## src/rtl/led_counter_top_if.sv

```systemverilog
// LED drive bundle for led_counter_top: the counter drives it, the board pins receive it.
interface led_counter_top_if;
  logic [5:0] led;

  modport master (output led);
  modport slave  (input  led);
endinterface

```

## src/rtl/led_counter_top.sv

```systemverilog
// Tang Nano 9k LED counter: free-running prescaler steps a 6-bit counter shown on active-low LEDs.
// Optional macro LED_COUNTER_GRAY_EN shows the count in Gray code instead of binary.
module led_counter_top #(
  parameter int unsigned CLK_DIV = 13_500_000
) (
  input  logic               clk,
  input  logic               rst,
  led_counter_top_if.master  bus
);

  localparam int unsigned DIV_W = (CLK_DIV > 1) ? $clog2(CLK_DIV) : 1;
  localparam logic [DIV_W-1:0] DIV_LAST = DIV_W'(CLK_DIV - 1);

  generate
    if (CLK_DIV < 1) begin : g_bad_clk_div
      $fatal(1, "led_counter_top: CLK_DIV must be at least 1");
    end
  endgenerate

  // Power-up values give all-LEDs-off before the first reset edge.
  logic [DIV_W-1:0] div_cnt = '0;
  logic [5:0]       cnt     = '0;
  logic             tick;
  logic [5:0]       disp;

  assign tick = (div_cnt == DIV_LAST);

  always_ff @(posedge clk) begin
    if (rst) begin
      div_cnt <= '0;
      cnt     <= '0;
    end else if (tick) begin
      div_cnt <= '0;
      cnt     <= cnt + 6'd1;
    end else begin
      div_cnt <= div_cnt + 1'b1;
    end
  end

`ifdef LED_COUNTER_GRAY_EN
  assign disp = cnt ^ (cnt >> 1);
`else
  assign disp = cnt;
`endif

  assign bus.led = ~disp;

endmodule

```

## src/flat_wrapper.sv

```systemverilog
// flat-port wrapper written by rule: the top's interface ports become plain ports
module led_counter_top_flat 
#(
  parameter int unsigned CLK_DIV = 13_500_000
)
  (clk, rst, bus_led);
  led_counter_top_if bus_i ();
  input  logic clk;
  input  logic rst;
  output wire logic [$bits(bus_i.led)-1:0] bus_led;
  assign bus_led = bus_i.led;
  led_counter_top #(.CLK_DIV(CLK_DIV)) u_core (.clk(clk), .rst(rst), .bus(bus_i));
endmodule
```

## config.mk

```make
export PLATFORM = sky130hd
export DESIGN_NAME = led_counter_top_flat
export DESIGN_NICKNAME = d
export VERILOG_FILES = /design/src/rtl/led_counter_top_if.sv /design/src/rtl/led_counter_top.sv /design/src/flat_wrapper.sv
export SDC_FILE = /design/constraint.sdc
export NUM_CORES = 1
export LEC_CHECK = 0
export ABC_AREA = 1
export CAP_MARGIN = 20
export CORE_MARGIN = 2
export CORE_UTILIZATION = 40
export CTS_BUF_LIST = sky130_fd_sc_hd__clkbuf_8
export CTS_CLUSTER_DIAMETER = 100
export DETAILED_ROUTE_END_ITERATION = 16
export HOLD_SLACK_MARGIN = 0.05
export PLACE_DENSITY_LB_ADDON = 0.15
export SYNTH_ARGS = -nofsm -noshare
export SYNTH_HDL_FRONTEND = slang
export SYNTH_SLANG_ARGS = --single-unit
```

## constraint.sdc

```tcl
create_clock -name clk -period 2.73 [get_ports clk]
set_clock_uncertainty 0.2 [all_clocks]
set_input_delay 0.4095 -clock clk [delete_from_list [all_inputs] [get_ports clk]]
set_output_delay 0.4095 -clock clk [all_outputs]
set_load 0.01 [all_outputs]
```

==> metrics.txt, run 1 <==
gpl congestion=0.7910; Critical Path Start Type=register; post-synthesis mux area share=0%; Post-CTS Hold Buffers=0; Die ar.=around 5000 µm²; routed vias=~1500; Slew headroom=between 70% and 80%; LEAKAGE=between 0.6 and 0.7 nW; worst setup path class=reg -> out; Slew Limit Fails=0; Worst EP arrival=around 1200 ps; mapped cell area=1787 µm²; FP Rows=24; Reg2Reg Depth=8; slew at the pin with the worst max-slew slack=425.9 ps; Synth Area in Adders=~1.4%; Top Usage Layer GRT=met2; IO Port Bufs=7; RR Startpoint=u_core.div_cnt[0]; crit path max fanout=5; Worst Path Required=between 2000 and 2500 ps; Tcrit/Tclk final=67.79%; pwr dens=between 400 and 500 nW/µm²; post-synthesis area per instance=around 6.8 µm²; met2 Track Usage GR=between 20% and 30%; CTS H-Tree Depth=2; most common cell after layout, fill and taps aside=nand2_1; number of global-route vias before repair=between 1000 and 1500; P&R area growth vs syn=10.22%; R2R setup slack=~910 ps; Starting Density=roughly two fifths; layout cells sized above 1=between 10% and 20%; clock transition at the registers of the reported paths=about 70 ps; Core Util, Final=45.54%; die width=between 70 and 80 µm; dpl hpwl=2769 µm; NumNets Final=about 280; largest cells by area after synthesis=dfxtp_1 34%, nand2_1 13%, nor2_1 9.2%; area leader, netlist=dfxtp_1; unrepaired setup endpoints after global routing=no; Synth Warn #=0; Vias/cell=around 4.6; number of DRC markers in iteration 0=79; CP Launch Point=u_core.cnt[3]; Boundary Pins=8; final setup vio count=0; Critical Path End Type=output port; # resized after CTS=0; final wirelength=about 3600 µm; Compound-Gate Fraction of Synth Area=4.972%; Clock Tree Root=clkbuf_8; status=finished, final reports clean; end point of the critical path=bus_led[3]; CTS sink count=30; XOR/XNOR Fraction of Synth Area=4.412%; Setup TNS Final=0 ps; n_diodes=0; DRC violation count after routing=0; global-route wire length before repair=about 6300 µm; final hold vios=0; largest net degree at the start of global routing=22; GRT Util Overall=15.86%; max_cap viols=0; Worst Hold Class=reg -> reg; post-synth top area share=roughly 34%; Worst VDD drop=around 0.00023 V; CTS tree=done; Post-Synth Simple-Gate Area=between 40% and 50%; Final min period=around 1900 ps; synthesized instance count=roughly 260; Core Region=between 4000 and 5000 µm²; initial antenna violation count=0; Chip Height=just over 70 µm; most frequent cells in the layout=62 x nand2_1, 44 x nor2_1, 33 x inv_1; met3 GRT Util=2.991%; Synth cell types=24; Post-CTS Setup Repair Bufs=0; capture point of the worst reg-to-reg path=u_core.cnt[2]; drt first pass iters=4; f_max=540.3 MHz; met1 Usage GRT=21.01%; cts bufs inserted=5; Routed Antenna Nets=0; Synthesized Nets=268; worst hold slack=roughly 270 ps; total grt overflow=0; post-DR wirelength/cell=approximately 11 µm; Synth Register Bits=30; CTS Buffer Depth=2; largest family of logic cells by synthesized area=simple AND/OR/NAND/NOR gates; clk_lat worst skew=about 280 ps; sequential area share after synthesis=between 30% and 40%
## critical path: stages (launching register included)
cell and delay, ps:
dfxtp_1 350, inv_1 70, clkdlybuf4s50_1 540
## metrics by stage
| stage | setup slack (ps) | power [W] | instance area (µm²) | instances |
|---|---|---|---|---|
| after floorplan | 1200 | 0.0004812 | 1787 | 264 |
| after global placement | 850.1 | 0.0004802 | 1878 | 320 |
| after detailed placement | 843.1 | 0.0004801 | 1878 | 320 |
| after CTS | 868.7 | 0.0008500 | 1969 | 328 |
| after global routing | 745.1 | 0.0008718 | 1969 | 328 |
| final | 879.2 | 0.0008398 | 1969 | 328 |
## layout make-up
type	count	area [µm²]
clock buffer	6	82.58
clock inverter	2	8.758
fill	482	2355
inverter	34	127.6
multi-input combinational	197	1015
sequential	30	600.6
tap	52	65.06
timing repair buffer	7	70.07
## logic make-up (layout without fill, tap and decap cells)
group / count (synthesis) / after routing
simple gates: 172 / 172
buf+inv: 37 / 49
flops: 30 / 30
compound gates: 14 / 14
xor+xnor: 9 / 9
fa+ha+maj: 2 / 2
## cell usage after synthesis
cell type and count:
dfxtp_1 30, o21ai_0 2, buf_12 2, nor2_1 44
nand3_4 1, inv_1 32, nand2_2 6, clkinv_1 1
nor3_2 1, nand3_2 1, a21oi_2 5, or2_2 2
a21oi_1 7, nand2_1 62, buf_1 1, inv_2 1
nand3_1 26, nor2_2 21, xnor2_1 4, nor2_4 4
nand4_1 3, xor2_1 5, ha_1 2, nand2_4 1
## state kept, by name, indices dropped and copies added (netlist names)
register / cells
u_core.div_cnt: 24
u_core.cnt: 6
## layer usage
metal	vias to the layer above	share of wire, %
met5	-	0
met1	659	51
li1	835	-
met4	0	2.2
met2	23	44
met3	7	3.1
## worst min-delay path by stage
stage / cells past startpoint / endpoint / slack, ps / from
final: 1 / u_core.div_cnt[0] / 270 / u_core.div_cnt[0]
after global routing: 1 / u_core.div_cnt[0] / 320 / u_core.div_cnt[0]
after CTS: 1 / u_core.div_cnt[0] / 270 / u_core.div_cnt[0]
after detailed placement: 1 / u_core.div_cnt[0] / 250 / u_core.div_cnt[0]
after global placement: 1 / u_core.div_cnt[0] / 260 / u_core.div_cnt[0]
after floorplan: 1 / u_core.div_cnt[0] / 240 / u_core.div_cnt[0]
## report_power, final
group / leakage, nW / total [W] / internal (W) / switching, W
registers: 0.242 / 0.000445 / 0.000441 / 0.00000376
clock network: 0.0524 / 0.000370 / 0.000199 / 0.000171
logic: 0.385 / 0.0000246 / 0.00000818 / 0.0000164
(Power assumes the default switching activity.)
==> run 2: changes to the inputs <==
Clock period 2.73 ns to 1.9 ns, I/O delays scaled along.
==> metrics.txt, run 2 (synthesized netlist as in run 1, its figures left out) <==
Final min period=roughly 1700 ps; final hold vios=0; most common cell after layout, fill and taps aside=nand2_1; capture point of the worst reg-to-reg path=u_core.div_cnt[15]; GRT Util Overall=between 10% and 20%; n_diodes=0; Die ar.=approximately 5000 µm²; Slew headroom=around 73%; biggest regs=u_core.div_cnt x24, u_core.cnt x6; pwr dens=roughly 600 nW/µm²; P&R area growth vs syn=13.17%; Critical Path Start Type=register; number of DRC markers in iteration 0=between 70 and 80; end point of the critical path=u_core.div_cnt[15]; CTS Buffer Depth=2; drt first pass iters=4; crit path max fanout=16; Sw Pwr=0.0002775 W; global-route wire length before repair=roughly 6700 µm; largest net degree at the start of global routing=17; unrepaired setup endpoints after global routing=no; CP Launch Point=u_core.div_cnt[0]; f_max=579.9 MHz; post-DR wirelength/cell=between 10 and 15 µm; FP Rows=24; max reg flops=24; Routed Antenna Nets=0; Largest Register=u_core.div_cnt; CTS tree=done; Post-CTS Hold Buffers=0; NumNets Final=284; Post-CTS Setup Repair Bufs=0; total grt overflow=0; CTS sink count=30; Critical Path End Type=register; status=finished, final reports clean; clk_lat worst skew=just under 300 ps; CTS H-Tree Depth=2; routed vias=between 1500 and 2000; RR Startpoint=u_core.div_cnt[0]; Reg2Reg Depth=7; gpl congestion=roughly 0.79; DRC violation count after routing=0; final wirelength=3750 µm; Vias/cell=4.664; clock group share of total power=between 40% and 50%; switch share=between 20% and 30%; Clock Tree Root=clkbuf_8; P_int=around 0.00094 W; final setup vio count=0; slew at the pin with the worst max-slew slack=around 400 ps; combinational share of power=3.5%; max_cap viols=0; worst setup path class=reg -> reg; sequential power share=about 53%; initial antenna violation count=0; cts bufs inserted=5; Setup TNS Final=0 ps; clock transition at the registers of the reported paths=approximately 60 ps; most frequent cells in the layout=62 x nand2_1, 43 x nor2_1, 33 x inv_1; Worst EP arrival=around 1700 ps; Core Region=4324 µm²; Chip Height=70.84 µm; Tcrit/Tclk final=90.76%; die width=~71 µm; IO Port Bufs=7; dpl hpwl=about 2800 µm; Worst VDD drop=roughly 0.00035 V; number of global-route vias before repair=about 1400; Slew Limit Fails=0; Worst Hold Class=reg -> reg; R2R setup slack=180 ps; layout cells sized above 1=roughly 20%; Starting Density=41.32%; Core Util, Final=between 40% and 50%; # resized after CTS=0; Boundary Pins=8; Worst Path Required=between 1500 and 2000 ps; LEAKAGE=slightly above 0.7 nW
run 2: power groups by stage:
stage	clock (W)	sequential, W	combinational [W]
2_1_floorplan	0	0.000653	0.0000389
5_1_grt	0.000577	0.000639	0.0000482
6_report	0.000534	0.000639	0.0000421
3_5_place_dp	0	0.000653	0.0000426
4_1_cts	0.000556	0.000639	0.0000427
3_3_place_gp	0	0.000653	0.0000435
run 2: worst min-delay path by stage:
stage | slack (ps) | cells past startpoint | startpoint | to
3_5_place_dp | 250 | 1 | u_core.div_cnt[0] | u_core.div_cnt[0]
2_1_floorplan | 240 | 1 | u_core.div_cnt[0] | u_core.div_cnt[0]
6_report | 270 | 1 | u_core.div_cnt[0] | u_core.div_cnt[0]
3_3_place_gp | 250 | 1 | u_core.div_cnt[0] | u_core.div_cnt[0]
4_1_cts | 270 | 1 | u_core.div_cnt[0] | u_core.div_cnt[0]
5_1_grt | 290 | 1 | u_core.div_cnt[0] | u_core.div_cnt[0]
run 2: final cells by class:
type	instances	area [µm²]
fillers	470	2302
multi-input cells	197	1017
flip-flops and latches	30	600.6
inverters	34	127.6
repair buffers	12	120.1
clock buffers	6	82.58
well taps	52	65.06
clock inverters	2	8.758
run 2: metrics by stage:
step / std cells / hold WS [ps] / total power, W / setup WS (ps) / area (µm²)
after floorplan: 264 / 238.8 / 0.0006915 / 369.7 / 1787
after CTS: 333 / 272.8 / 0.001237 / 97.90 / 2019
final: 333 / 267.6 / 0.001215 / 175.5 / 2022
after detailed placement: 325 / 254.7 / 0.0006959 / 113.2 / 1928
after global routing: 333 / 289.6 / 0.001265 / 15.82 / 2022
after global placement: 325 / 250.4 / 0.0006967 / 154.0 / 1928
run 2: per-layer routing:
layer	track usage (%)	vias up	routed length, µm
met2	25.13	18	1631
met4	8.176	0	79
li1	-	847	-
met1	23.36	681	1932
met5	0	-	0
met3	3.846	7	106
run 2: critical path, cell delays in order, from the launching register on:
cell	delay [ps]
dfxtp_1	390
ha_1	230
nand3_2	120
nor2_2	160
nand3_4	140
nand2_4	150
buf_12	180
nor2_2	50
==> run 3: changes to the inputs <==
Settings changed: ABC_AREA 1 to not set.
Clock period 1.9 ns to 1.8 ns, I/O delays scaled along.
==> metrics.txt, run 3 <==
post-synth top area share=around two fifths; CTS Buffer Depth=2; capture point of the worst reg-to-reg path=u_core.cnt[4]; Boundary Pins=8; R2R setup slack=-410 ps; Worst Path Required=1820 ps; GRT Util Overall=between 20% and 30%; final wirelength=3889 µm; final instance area=2205 µm²; FP Rows=21; Hold Path Depth=2; Synthesized Nets=177; global-route wire length before repair=~6900 µm; sequential area share after synthesis=between 40% and 50%; mapped cell area=about 1400 µm²; slew at the pin with the worst max-slew slack=between 300 and 400 ps; worst setup path class=reg -> reg; most frequent cells in the layout=49 x buf_4, 27 x dfxtp_1, 18 x nor2_1; P&R area growth vs syn=52.42%; post-DR wirelength/cell=about 14 µm; RR Startpoint=u_core.div_cnt[17]; EDFF count, synth=0; Worst EP arrival=between 2000 and 2500 ps; largest cells by area after synthesis=dfxtp_1 42%, xor2_1 6.1%, nand3_1 5.9%; Core Region=between 3000 and 4000 µm²; clk_lat worst skew=approximately 290 ps; Starting Density=42.34%; Vias/cell=roughly 5.3; Worst Hold Class=reg -> reg; IO Port Bufs=7; biggest regs=u_core.div_cnt x24, u_core.cnt x6; CTS sink count=30; asr flop ratio synth=0%; Reg2Reg Depth=4; gpl congestion=between 0.7 and 0.8; routed wl met3=167 µm; number of DRC markers in iteration 0=87; Synth Warn #=0; final hold vios=0; hold_sp=u_core.div_cnt[0]; status=finished, violations left; Largest Register=u_core.div_cnt; area leader, netlist=dfxtp_1; Synth Register Bits=30; dpl hpwl=2715 µm; f_max=between 400 and 500 MHz; largest net degree at the start of global routing=11; max_cap viols=0; max reg flops=24; failing checks=negative setup slack; Die ar.=just over 4000 µm²; synthesized instance count=roughly 170; Slew Limit Fails=0; n_diodes=0; met2 WL=between 1500 and 2000 µm; Post-synth top flop=dfxtp_1; CTS tree=done; layout cells sized above 1=around 36%; die width=64.13 µm; Synth cell types=32; Critical Path End Type=register; crit path max fanout=5; WL met1=roughly 1600 µm; Worst VDD drop=0.0004389 V; Final min period=around 2200 ps; Max Used Layer=met4; Tcrit/Tclk final=123.1%; post-synthesis area per instance=approximately 8.4 µm²; initial antenna violation count=0; cts bufs inserted=5; unrepaired setup endpoints after global routing=yes; final setup vio count=30; Routed Antenna Nets=0; total grt overflow=0; Chip Height=around 64 µm; routed vias=1492; drt first pass iters=4; number of global-route vias before repair=between 1500 and 2000; Clock Tree Root=clkbuf_8; CTS H-Tree Depth=2; clock transition at the registers of the reported paths=~60 ps; pwr dens=between 600 and 700 nW/µm²; count leader, synth=dfxtp_1; Slew headroom=around 78%; worst setup margin=-414.9 ps; Commonest cells post-synth=30 x dfxtp_1, 18 x nor2_1, 17 x nand3_1; placed instance area=roughly 1900 µm²; most common cell after layout, fill and taps aside=buf_4; hold path endpoint=u_core.div_cnt[0]; LEAKAGE=between 0.8 and 0.9 nW; NumNets Final=237; Critical Path Start Type=register; Setup TNS Final=-7575 ps; DRC violation count after routing=0
[run 3: critical path, stage by stage (launching register included)]
cell,delay (ps)
dfxtp_2,320
or4_4,540
or4_4,470
or4_4,500
a21oi_2,140
[run 3: timing repair]
item                                    in CTS  in global routing
gates cloned                                 2                  0
resized for setup                           15                  8
endpoints found under the setup margin      30                 30
pin swaps                                    3                  1
buffers inserted                             5                  2
hold buffers                                 0                  0
[run 3: routing by layer]
metal | global-route usage (%) | vias to the layer above
met2 | 39.19 | 27
li1 | - | 741
met3 | 6.162 | 8
met4 | 9.574 | 0
met1 | 23.76 | 716
met5 | 0 | -
[run 3: kinds of logic (layout without fill, tap and decap cells)]
logic type,count (synthesis),after routing,synth area share (%)
flops,30,30,41.52
simple gates,79,79,30.45
buf+inv,20,81,5.796
xor+xnor,13,13,7.872
compound gates,28,28,11.85
mux,1,1,0.7785
fa+ha+maj,2,2,1.730
[run 3: how the worst max path moves through the flow]
| stage | start | end | slack [ps] | cells after the start |
|---|---|---|---|---|
| final | u_core.div_cnt[17] | u_core.cnt[4] | -410 | 4 |
| after global routing | u_core.div_cnt[17] | u_core.cnt[3] | -460 | 4 |
| after CTS | u_core.div_cnt[17] | u_core.cnt[3] | -410 | 4 |
| after detailed placement | u_core.div_cnt[17] | u_core.cnt[3] | -400 | 4 |
| after global placement | u_core.div_cnt[17] | u_core.cnt[3] | -340 | 4 |
| after floorplan | u_core.div_cnt[8] | u_core.cnt[4] | -470 | 6 |
[run 3: cell type report]
class	instances	area, µm²
Sequential cell	30	604.3
Tap cell	46	57.56
Fill cell	297	1211
Inverter	11	41.29
Multi-Input combinational cell	123	830.8
Clock buffer	8	110.1
Timing Repair Buffer	62	560.5
[run 3: power by group]
part / switching, W / leakage, nW / total [W] / internal (W)
registers: 0.00000533 / 0.243 / 0.000680 / 0.000675
logic: 0.0000369 / 0.553 / 0.0000914 / 0.0000545
clock network: 0.000257 / 0.0575 / 0.000642 / 0.000386
[run 3: through the flow]
stage	std cells	setup WS (ps)	hold WS [ps]	total power [W]	utilization [%]
floorplan	173	-470.3	226.1	0.0007221	-
global placement	264	-341.2	271.4	0.0007533	55.82
detailed placement	264	-397.0	287.1	0.0007563	55.82
CTS	279	-408.4	297.8	0.001434	63.48
global route	280	-463.0	324.9	0.001472	64.54
finish	280	-414.9	304.5	0.001414	64.54
